File: src/rtl/div_iter_unit_if.sv
// -----------------------------------------------------------------------------
// div_iter_unit_if
// Handshake/result bundle between the CPU datapath and the iterative divider.
//   master : datapath side (drives start/operands, receives results)
//   slave  : divider side
// Signals:
//   start        launch request (one pulse)
//   abort        cancel an operation in flight (only when DIV_ABORT_EN is defined)
//   is_signed    1 = DIV, 0 = DIVU
//   dividend     rs operand
//   divisor      rt operand
//   busy         operation in flight
//   done         one-cycle result strobe
//   quotient     result for LO
//   remainder    result for HI
//   div_by_zero  last operation had a zero divisor
// Optional feature macro: DIV_ABORT_EN
// -----------------------------------------------------------------------------
interface div_iter_unit_if #(
    parameter int WIDTH = 32
);
    logic             start;
`ifdef DIV_ABORT_EN
    logic             abort;
`endif
    logic             is_signed;
    logic [WIDTH-1:0] dividend;
    logic [WIDTH-1:0] divisor;
    logic             busy;
    logic             done;
    logic [WIDTH-1:0] quotient;
    logic [WIDTH-1:0] remainder;
    logic             div_by_zero;

`ifdef DIV_ABORT_EN
    modport master (
        output start, abort, is_signed, dividend, divisor,
        input  busy, done, quotient, remainder, div_by_zero
    );
    modport slave (
        input  start, abort, is_signed, dividend, divisor,
        output busy, done, quotient, remainder, div_by_zero
    );
`else
    modport master (
        output start, is_signed, dividend, divisor,
        input  busy, done, quotient, remainder, div_by_zero
    );
    modport slave (
        input  start, is_signed, dividend, divisor,
        output busy, done, quotient, remainder, div_by_zero
    );
`endif
endinterface

File: src/rtl/div_iter_unit.sv
// -----------------------------------------------------------------------------
// div_iter_unit
// Radix-2 restoring divider for DIV/DIVU. One quotient bit per falling edge of
// CLK; operands are converted to magnitudes on launch and the signs are applied
// in a single fix-up cycle. Divide-by-zero skips the iterations entirely.
// Ports:
//   CLK    clock, all state changes on the falling edge
//   RST_n  asynchronous reset, active HIGH despite the name
//   bus    div_iter_unit_if.slave (start/operands in, busy/done/results out)
// Parameters:
//   WIDTH  operand width (>= 2)
//   CNT_W  iteration counter width, 2**CNT_W > WIDTH
// Optional feature macro: DIV_ABORT_EN (adds bus.abort, cancels RUN/FIX)
// -----------------------------------------------------------------------------
module div_iter_unit #(
    parameter int WIDTH = 32,
    parameter int CNT_W = 6
) (
    input logic           CLK,
    input logic           RST_n,
    div_iter_unit_if.slave bus
);

    typedef enum logic [1:0] {
        ST_IDLE = 2'd0,
        ST_RUN  = 2'd1,
        ST_FIX  = 2'd2
    } state_t;

    state_t           state_q;
    logic [CNT_W-1:0] cnt_q;
    logic [WIDTH-1:0] rem_q;        // partial remainder
    logic [WIDTH-1:0] quo_q;        // dividend bits shifting out / quotient bits shifting in
    logic [WIDTH-1:0] dvs_q;        // divisor magnitude
    logic             neg_quo_q;
    logic             neg_rem_q;
    logic             busy_q;
    logic             done_q;
    logic             dbz_q;
    logic [WIDTH-1:0] quotient_q;
    logic [WIDTH-1:0] remainder_q;

    logic             a_neg_s;
    logic             b_neg_s;
    logic [WIDTH-1:0] a_mag_s;
    logic [WIDTH-1:0] b_mag_s;
    logic             divz_s;
    logic             abort_s;
    logic [WIDTH:0]   shift_s;
    logic [WIDTH:0]   trial_s;
    logic             fits_s;
    logic [WIDTH-1:0] rem_step_s;
    logic [WIDTH-1:0] quo_step_s;

    // Two's complement negate when neg is set; -2^(W-1) maps onto itself,
    // which is exactly its magnitude when read as unsigned.
    function automatic logic [WIDTH-1:0] cond_neg(input logic [WIDTH-1:0] v,
                                                  input logic             neg);
        return neg ? (~v + WIDTH'(1)) : v;
    endfunction

    assign a_neg_s = bus.is_signed & bus.dividend[WIDTH-1];
    assign b_neg_s = bus.is_signed & bus.divisor[WIDTH-1];
    assign a_mag_s = cond_neg(bus.dividend, a_neg_s);
    assign b_mag_s = cond_neg(bus.divisor, b_neg_s);
    assign divz_s  = (bus.divisor == {WIDTH{1'b0}});

`ifdef DIV_ABORT_EN
    assign abort_s = bus.abort;
`else
    assign abort_s = 1'b0;
`endif

    // One restoring step. The shifted remainder is kept W+1 bits wide so that
    // divisors with the MSB set do not lose the carried-out bit.
    always_comb begin
        shift_s    = {rem_q, quo_q[WIDTH-1]};
        trial_s    = shift_s - {1'b0, dvs_q};
        fits_s     = ~trial_s[WIDTH];
        quo_step_s = {quo_q[WIDTH-2:0], fits_s};
        if (fits_s) begin
            rem_step_s = trial_s[WIDTH-1:0];
        end else begin
            rem_step_s = shift_s[WIDTH-1:0];
        end
    end

    // Control FSM, iteration datapath and registered outputs.
    always_ff @(negedge CLK or posedge RST_n) begin
        if (RST_n) begin
            state_q     <= ST_IDLE;
            cnt_q       <= {CNT_W{1'b0}};
            rem_q       <= {WIDTH{1'b0}};
            quo_q       <= {WIDTH{1'b0}};
            dvs_q       <= {WIDTH{1'b0}};
            neg_quo_q   <= 1'b0;
            neg_rem_q   <= 1'b0;
            busy_q      <= 1'b0;
            done_q      <= 1'b0;
            dbz_q       <= 1'b0;
            quotient_q  <= {WIDTH{1'b0}};
            remainder_q <= {WIDTH{1'b0}};
        end else begin
            case (state_q)
                ST_IDLE: begin
                    done_q <= 1'b0;
                    if (bus.start) begin
                        busy_q <= 1'b1;
                        dbz_q  <= divz_s;
                        if (divz_s) begin
                            // Preload the architectural div-by-zero result so
                            // FIX passes it through unchanged.
                            quo_q     <= {WIDTH{1'b1}};
                            rem_q     <= bus.dividend;
                            neg_quo_q <= 1'b0;
                            neg_rem_q <= 1'b0;
                            cnt_q     <= {CNT_W{1'b0}};
                            state_q   <= ST_FIX;
                        end else begin
                            quo_q     <= a_mag_s;
                            rem_q     <= {WIDTH{1'b0}};
                            dvs_q     <= b_mag_s;
                            neg_quo_q <= a_neg_s ^ b_neg_s;
                            neg_rem_q <= a_neg_s;
                            cnt_q     <= CNT_W'(WIDTH);
                            state_q   <= ST_RUN;
                        end
                    end else begin
                        busy_q  <= 1'b0;
                        state_q <= ST_IDLE;
                    end
                end
                ST_RUN: begin
                    if (abort_s) begin
                        busy_q  <= 1'b0;
                        done_q  <= 1'b0;
                        state_q <= ST_IDLE;
                    end else begin
                        rem_q <= rem_step_s;
                        quo_q <= quo_step_s;
                        cnt_q <= cnt_q - CNT_W'(1);
                        if (cnt_q == CNT_W'(1)) begin
                            state_q <= ST_FIX;
                        end else begin
                            state_q <= ST_RUN;
                        end
                    end
                end
                ST_FIX: begin
                    if (abort_s) begin
                        busy_q  <= 1'b0;
                        done_q  <= 1'b0;
                        state_q <= ST_IDLE;
                    end else begin
                        quotient_q  <= cond_neg(quo_q, neg_quo_q);
                        remainder_q <= cond_neg(rem_q, neg_rem_q);
                        done_q      <= 1'b1;
                        busy_q      <= 1'b0;
                        state_q     <= ST_IDLE;
                    end
                end
                default: begin
                    busy_q  <= 1'b0;
                    done_q  <= 1'b0;
                    state_q <= ST_IDLE;
                end
            endcase
        end
    end

    assign bus.busy        = busy_q;
    assign bus.done        = done_q;
    assign bus.quotient    = quotient_q;
    assign bus.remainder   = remainder_q;
    assign bus.div_by_zero = dbz_q;

endmodule
File: src/flat_wrapper.sv
// flat-port wrapper written by rule: the top's interface ports become plain ports
module div_iter_unit_flat 
#(
    parameter int WIDTH = 32,
    parameter int CNT_W = 6
)
  (CLK, RST_n, bus_start, bus_is_signed, bus_dividend, bus_divisor, bus_busy, bus_done, bus_quotient, bus_remainder, bus_div_by_zero);
  div_iter_unit_if #(.WIDTH(WIDTH)) bus_i ();
  input logic CLK;
  input logic RST_n;
  input wire logic [$bits(bus_i.start)-1:0] bus_start;
  input wire logic [$bits(bus_i.is_signed)-1:0] bus_is_signed;
  input wire logic [$bits(bus_i.dividend)-1:0] bus_dividend;
  input wire logic [$bits(bus_i.divisor)-1:0] bus_divisor;
  output wire logic [$bits(bus_i.busy)-1:0] bus_busy;
  output wire logic [$bits(bus_i.done)-1:0] bus_done;
  output wire logic [$bits(bus_i.quotient)-1:0] bus_quotient;
  output wire logic [$bits(bus_i.remainder)-1:0] bus_remainder;
  output wire logic [$bits(bus_i.div_by_zero)-1:0] bus_div_by_zero;
  assign bus_i.start = bus_start;
  assign bus_i.is_signed = bus_is_signed;
  assign bus_i.dividend = bus_dividend;
  assign bus_i.divisor = bus_divisor;
  assign bus_busy = bus_i.busy;
  assign bus_done = bus_i.done;
  assign bus_quotient = bus_i.quotient;
  assign bus_remainder = bus_i.remainder;
  assign bus_div_by_zero = bus_i.div_by_zero;
  div_iter_unit #(.WIDTH(WIDTH), .CNT_W(CNT_W)) u_core (.CLK(CLK), .RST_n(RST_n), .bus(bus_i));
endmodule
File: config.mk
export PLATFORM = sky130hd
export DESIGN_NAME = div_iter_unit_flat
export DESIGN_NICKNAME = d
export VERILOG_FILES = /design/src/rtl/div_iter_unit_if.sv /design/src/rtl/div_iter_unit.sv /design/src/flat_wrapper.sv
export SDC_FILE = /design/constraint.sdc
export NUM_CORES = 1
export LEC_CHECK = 0
export ABC_CLOCK_PERIOD_IN_PS = 6150
export BUFFER_PORTS_ARGS = -buffer_cell sky130_fd_sc_hd__clkbuf_2
export CORE_ASPECT_RATIO = 1.2
export CORE_UTILIZATION = 48
export CTS_BUF_LIST = sky130_fd_sc_hd__clkbuf_2 sky130_fd_sc_hd__clkbuf_4 sky130_fd_sc_hd__clkbuf_8
export CTS_CLUSTER_SIZE = 8
export DETAILED_ROUTE_END_ITERATION = 6
export GPL_ROUTABILITY_DRIVEN = 0
export GPL_TIMING_DRIVEN = 0
export PLACE_DENSITY = 0.72
export SYNTH_ARGS = -nofsm -noshare
export SYNTH_HDL_FRONTEND = slang
export SYNTH_SLANG_ARGS = --single-unit
File: constraint.sdc
create_clock -name CLK -period 6.15 [get_ports CLK]
set_clock_uncertainty 0.05 [all_clocks]
set_input_delay 0.615 -clock CLK [delete_from_list [all_inputs] [get_ports CLK]]
set_output_delay 0.615 -clock CLK [all_outputs]
set_load 0.01 [all_outputs]
# Word-level counts from Yosys, hierarchy flattened
# Cells that the tools add are included.
# totals
reg_bits	173
input_bits	68
out_inout_bits	67
# classes
addsub	6
n_eq_ne	4
muxes	23
bitwise	9
reduce_logical	6
# ops
operator	count
32-bit 2-to-1 mux	9
32-bit by 1-bit adder with 32-bit output (second input constant)	4
32-bit inverter	4
32-bit case mux with 2 select lines	2
33-bit by 32-bit subtractor with 33-bit output	1
32-bit zero test	1
6-bit 2-to-1 mux	2
6-bit case mux with 2 select lines	1
6-bit by 1-bit == test with 1-bit output (second input constant)	1
2-bit 2-to-1 mux	3
6-bit by 1-bit subtractor with 6-bit output (second input constant)	1
1-bit case mux with 2 select lines	2
2-bit case mux with 2 select lines	1
2-bit AND reduction	2
1-bit 2-to-1 mux	3
3-bit AND reduction	1
1-bit bitwise AND	2
2-bit by 1-bit == test with 1-bit output (second input constant)	1
2-bit == test (second input constant)	1
2-bit zero test	1
2-bit != test (second input constant)	1
1-bit inverter	2
2-bit nonzero test	1
1-bit XOR	1

# Depth between registers and ports, before layout
# logic_depth
depth_word	6
ltp_mapped	15
ltp_nobuf	13

==> impl.org <==
** Setup path
- Kind of start point of the critical path :: primary input
- In this run the worst path has a maximum fanout of 10.
- The critical path is of the primary input to flip-flop type.
- Setup crit end kind :: flip-flop
- Worst EP arrival :: ~3.4 ns
- Required time of the critical path :: between 3 and 4 ns

** Floorplan
- Measured along the y axis, the die boundary spans 170 um.
- In this run the count of I/O pins placed on the die edge is 135.
- The die covers 0.0242 mm^2.
- Die width :: around 140 um
- The initial utilization of the core area, before any placement, comes to just under 50%.
- Placement row count :: 61
- The core region is 0.0231 mm^2.

** Finish
- The filler cells instantiated in the layout total 2183.
- Final instance area :: around 0.013 mm^2
- The net count of the finished layout is 1599.
- In the final layout, the share of cells above drive strength 1 is 14.5%.
- Signed area change from the synthesized netlist to the final layout :: 14.5%
- Number of standard cells in the final layout excluding fillers :: ~1800

** Yosys
- Top area cells in the synthesized netlist :: sky130_fd_sc_hd__dfrtn_1 (38%), sky130_fd_sc_hd__o21ai_0 (7.3%), sky130_fd_sc_hd__xor2_1 (6.9%), sky130_fd_sc_hd__nand2_1 (6.3%), sky130_fd_sc_hd__xnor2_1 (4.5%)
- Of the post-synthesis cell area, the dominant cell type holds 38.2%.
- Number of nets in the synthesized netlist :: 1435
- Synth cell count leaders :: sky130_fd_sc_hd__nand2_1 (191), sky130_fd_sc_hd__dfrtn_1 (173), sky130_fd_sc_hd__o21ai_0 (165)
- Distinct cell type count after synthesis :: 64
- sky130_fd_sc_hd__nand2_1 is the most common cell in the netlist.
- Cells after synthesis :: between 1000 and 1500
- The mapped netlist covers ~0.011 mm^2.
- Yosys printed 0 warnings.
- After synthesis, the share of flip-flops with an asynchronous set or reset is 100%.
- In this run the mean area of a mapped cell was roughly 8.5 um^2.
- Most used flip-flop cell after synthesis :: sky130_fd_sc_hd__dfrtn_1
- Of the synthesized area, sequential elements account for 38.2%.
- Yosys mapped a number of flops with a built-in enable equal to 0.
- Number of flip-flops and latches in the synthesized netlist :: 173
- Summed over all instances, the cell type with the most area after synthesis is sky130_fd_sc_hd__dfrtn_1.

** STA
- At the pin with the least slew margin, the transition time is around 0.72 ns.
- The final hold violation count is 0.
- Max transition margin :: 51.4%
- Unrepaired setup endpoints after global routing :: true
- Fin Setup TNS :: 0 ns
- Worst Slack Setup Final :: approximately 0.047 ns
- Fin. max-slew vios :: 0
- Worst hold slack across all endpoints :: 0.373 ns
- Setup violations remaining at the end of the flow were counted as 0.

** Run status
- The run finished with clean final reports.

** Placement
- Input and output buffers added on the ports amount to 134.
- Minimum setup slack after placement :: -0.488 ns
- Once placement completed, the tool counted placed cells totaling ~1800.
- In this run the cell area measured after placement is between 0.01 and 0.015 mm^2.
- HPWL after detailed placement :: between 20000 and 25000 um

** Pwr
- IR analysis of the VDD net gives a maximum drop of 0.000233 V.
- Switching power summed over all nets :: roughly 3.6 mW
- Of the total power, combinational logic draws roughly three fifths.
- Static Leak :: 5.84 nW
- Of the total power, the share spent switching nets is between 40% and 50%.
- Total internal power :: 4.07 mW
- Portion of total power attributed to sequential cells :: 29.7%
- Clock share of power :: between 10% and 20%
- In this run the power density over the cells is about 600 mW/mm^2.

** Drt
- After detailed routing, the average wire length per cell comes to between 15 and 20 um.
- Before antenna repair, the detailed router went through 5 iterations.
- The routed layout has 10200 vias.
- In the routed design, unresolved DRC markers number 0.
- After detailed routing, the number of vias per cell comes to 5.59.
- The first routing iteration left 601 violations.
- After detailed routing, the total wire length is 30700 um.
- The detail route stage leaves a number of antenna-violating nets equal to 0.

** CTS
- After clock tree synthesis, the clock-pin slew on the worst setup and hold paths is ~0.06 ns.
- TritonCTS built the clock tree.
- The clock drives 173 sinks.
- Max Buffers Root-to-Sink :: 2
- Clock latency on the worst-skew pair, taken at its later pin, is 0.42 ns.
- CTS built an H-tree with a depth of 4.
- Counting the buffers created by CTS gives 17.
- Clock root buffer :: sky130_fd_sc_hd__clkbuf_8
- The number of hold buffers added after CTS was 0.

** Global routing
- Largest net degree at the start of global routing :: 45
- For this run the aggregate overflow at the end of global routing stands at 0.
- For this run, the total global-route usage over all layers was measured as a little over a quarter.
- The initial antenna violation count came to 1.
- The via count of the first global-routing pass came to 9720.
- Wire length of the first global-routing pass :: 48800 um

** Min path
- Class of the worst hold path :: flip-flop to flip-flop

** Flow run
- The tool flagged a number of max-cap violations equal to 0.
[power groups by stage]
stage / clock, mW / combinational, mW / sequential (mW)
2_1_floorplan: 0 / 3.38 / 2.23
3_3_place_gp: 0 / 4.41 / 2.27
3_5_place_dp: 0 / 4.54 / 2.29
4_1_cts: 0.787 / 4.58 / 2.27
5_1_grt: 0.833 / 5.16 / 2.35
6_report: 0.786 / 4.63 / 2.28
[per-stage QoR]
stage          util (%)  total power [mW]
3_3_place_gp       53.6              6.68
4_1_cts            55.6              7.64
3_5_place_dp       53.9              6.83
5_1_grt            56.1              8.34
6_report           56.1              7.70
2_1_floorplan         -              5.62
[final cells by class]
cell class | instances | area, um^2 | area share (%)
Antenna cell | 1 | 2.50 | 0.0193
Timing Repair Buffer | 145 | 801 | 6.18
Inverter | 53 | 203 | 1.56
Tap cell | 315 | 394 | 3.04
Multi-Input combinational cell | 1031 | 6470 | 49.9
Sequential cell | 173 | 4330 | 33.4
Clock buffer | 19 | 262 | 2.02
Clock inverter | 12 | 114 | 0.878
Buffer | 71 | 385 | 2.97
[layout by cell type, fill, tap and decap left out, types with 6 or more instances in the layout]
cell type / n
sky130_fd_sc_hd__nand3_1: 16
sky130_fd_sc_hd__buf_6: 10
sky130_fd_sc_hd__o21a_1: 7
sky130_fd_sc_hd__clkbuf_1: 50
sky130_fd_sc_hd__or3_1: 8
sky130_fd_sc_hd__mux2i_1: 30
sky130_fd_sc_hd__a22oi_1: 32
sky130_fd_sc_hd__a31oi_1: 6
sky130_fd_sc_hd__nor4_1: 12
sky130_fd_sc_hd__clkbuf_2: 135
sky130_fd_sc_hd__nand2_1: 191
sky130_fd_sc_hd__a21oi_1: 47
sky130_fd_sc_hd__nand4_1: 8
sky130_fd_sc_hd__inv_1: 52
sky130_fd_sc_hd__o31ai_1: 42
sky130_fd_sc_hd__o41ai_1: 11
sky130_fd_sc_hd__clkbuf_8: 19
sky130_fd_sc_hd__ha_1: 38
sky130_fd_sc_hd__a21o_1: 25
sky130_fd_sc_hd__dfrtn_1: 173
sky130_fd_sc_hd__nand2b_1: 14
sky130_fd_sc_hd__o22ai_1: 15
sky130_fd_sc_hd__xnor2_1: 58
sky130_fd_sc_hd__and3_1: 11
sky130_fd_sc_hd__nor2_1: 81
sky130_fd_sc_hd__o21ai_0: 163
sky130_fd_sc_hd__buf_4: 11
sky130_fd_sc_hd__nor3_1: 35
sky130_fd_sc_hd__o21ai_1: 28
sky130_fd_sc_hd__nor2b_1: 6
sky130_fd_sc_hd__xor2_1: 89
[worst paths after layout]
kind / startpoint / slack (ns) / end / depth (start not counted)
min reg2reg: u_core.bus.quotient[3]$_DFFE_NP0P_ / 0.37 / u_core.bus.quotient[3]$_DFFE_NP0P_ / 2
min in group asynchronous: RST_n / 3.08 / u_core.bus.remainder[12]$_DFFE_NP0P_ / 2
max in group asynchronous: RST_n / 1.86 / u_core.bus.remainder[23]$_DFFE_NP0P_ / 5
min: u_core.bus.quotient[3]$_DFFE_NP0P_ / 0.37 / u_core.bus.quotient[3]$_DFFE_NP0P_ / 2
max reg2reg: u_core.quo_q[31]$_DFFE_NP0P_ / 2.12 / u_core.rem_q[2]$_DFFE_NP0P_ / 15
max: bus_divisor[19] / 0.05 / u_core.rem_q[2]$_DFFE_NP0P_ / 12
[state kept, by name (all words and copies together) (netlist names)]
register / flops
u_core.state_q: 2
u_core.bus.remainder: 32
u_core.neg_quo_q: 1
u_core.bus.done: 1
u_core.bus.busy: 1
u_core.bus.div_by_zero: 1
u_core.bus.quotient: 32
u_core.quo_q: 32
u_core.dvs_q: 32
u_core.neg_rem_q: 1
u_core.rem_q: 32
u_core.cnt_q: 6
[worst max-delay path, stage by stage]
cell and delay [ns]:
sky130_fd_sc_hd__clkbuf_2 0.12, sky130_fd_sc_hd__or4_4 0.53, sky130_fd_sc_hd__or3_4 0.35, sky130_fd_sc_hd__or3_4 0.41, sky130_fd_sc_hd__nor4_4 0.40, sky130_fd_sc_hd__buf_4 0.18
sky130_fd_sc_hd__buf_6 0.13, sky130_fd_sc_hd__and3_1 0.18, sky130_fd_sc_hd__buf_6 0.15, sky130_fd_sc_hd__buf_8 0.15, sky130_fd_sc_hd__a22oi_1 0.07, sky130_fd_sc_hd__o21ai_0 0.12
[repair_timing]
item	CTS	global route
resized for setup	1	15
setup buffers	0	6
pin swaps	0	5
cloned	0	1
setup endpoints to repair	3	34
[cells by family (layout without fill, tap and decap cells)]
group | count (synthesis) | after routing | share of synthesized area, %
simple gates | 407 | 407 | 16.2
compound gates | 405 | 405 | 21.8
flops | 173 | 173 | 38.2
xor+xnor | 147 | 147 | 11.4
buf+inv | 124 | 300 | 5.02
fa+ha+maj | 39 | 39 | 4.38
mux | 33 | 33 | 2.98
other cells | 0 | 1 | 0
[per-layer routing]
| layer | vias up | part of all wire [%] | track usage, % | routed length, um |
|---|---|---|---|---|
| met2 | 304 | 50 | 46.5 | 15400 |
| li1 | 5027 | - | - | - |
| met3 | 68 | 4.5 | 3.38 | 1390 |
| met4 | 0 | 4.2 | 12.1 | 1300 |
| met5 | - | 0 | 0 | 0 |
| met1 | 4783 | 41 | 30.9 | 12600 |
No activity file was read; power rests on OpenSTA's default activity.
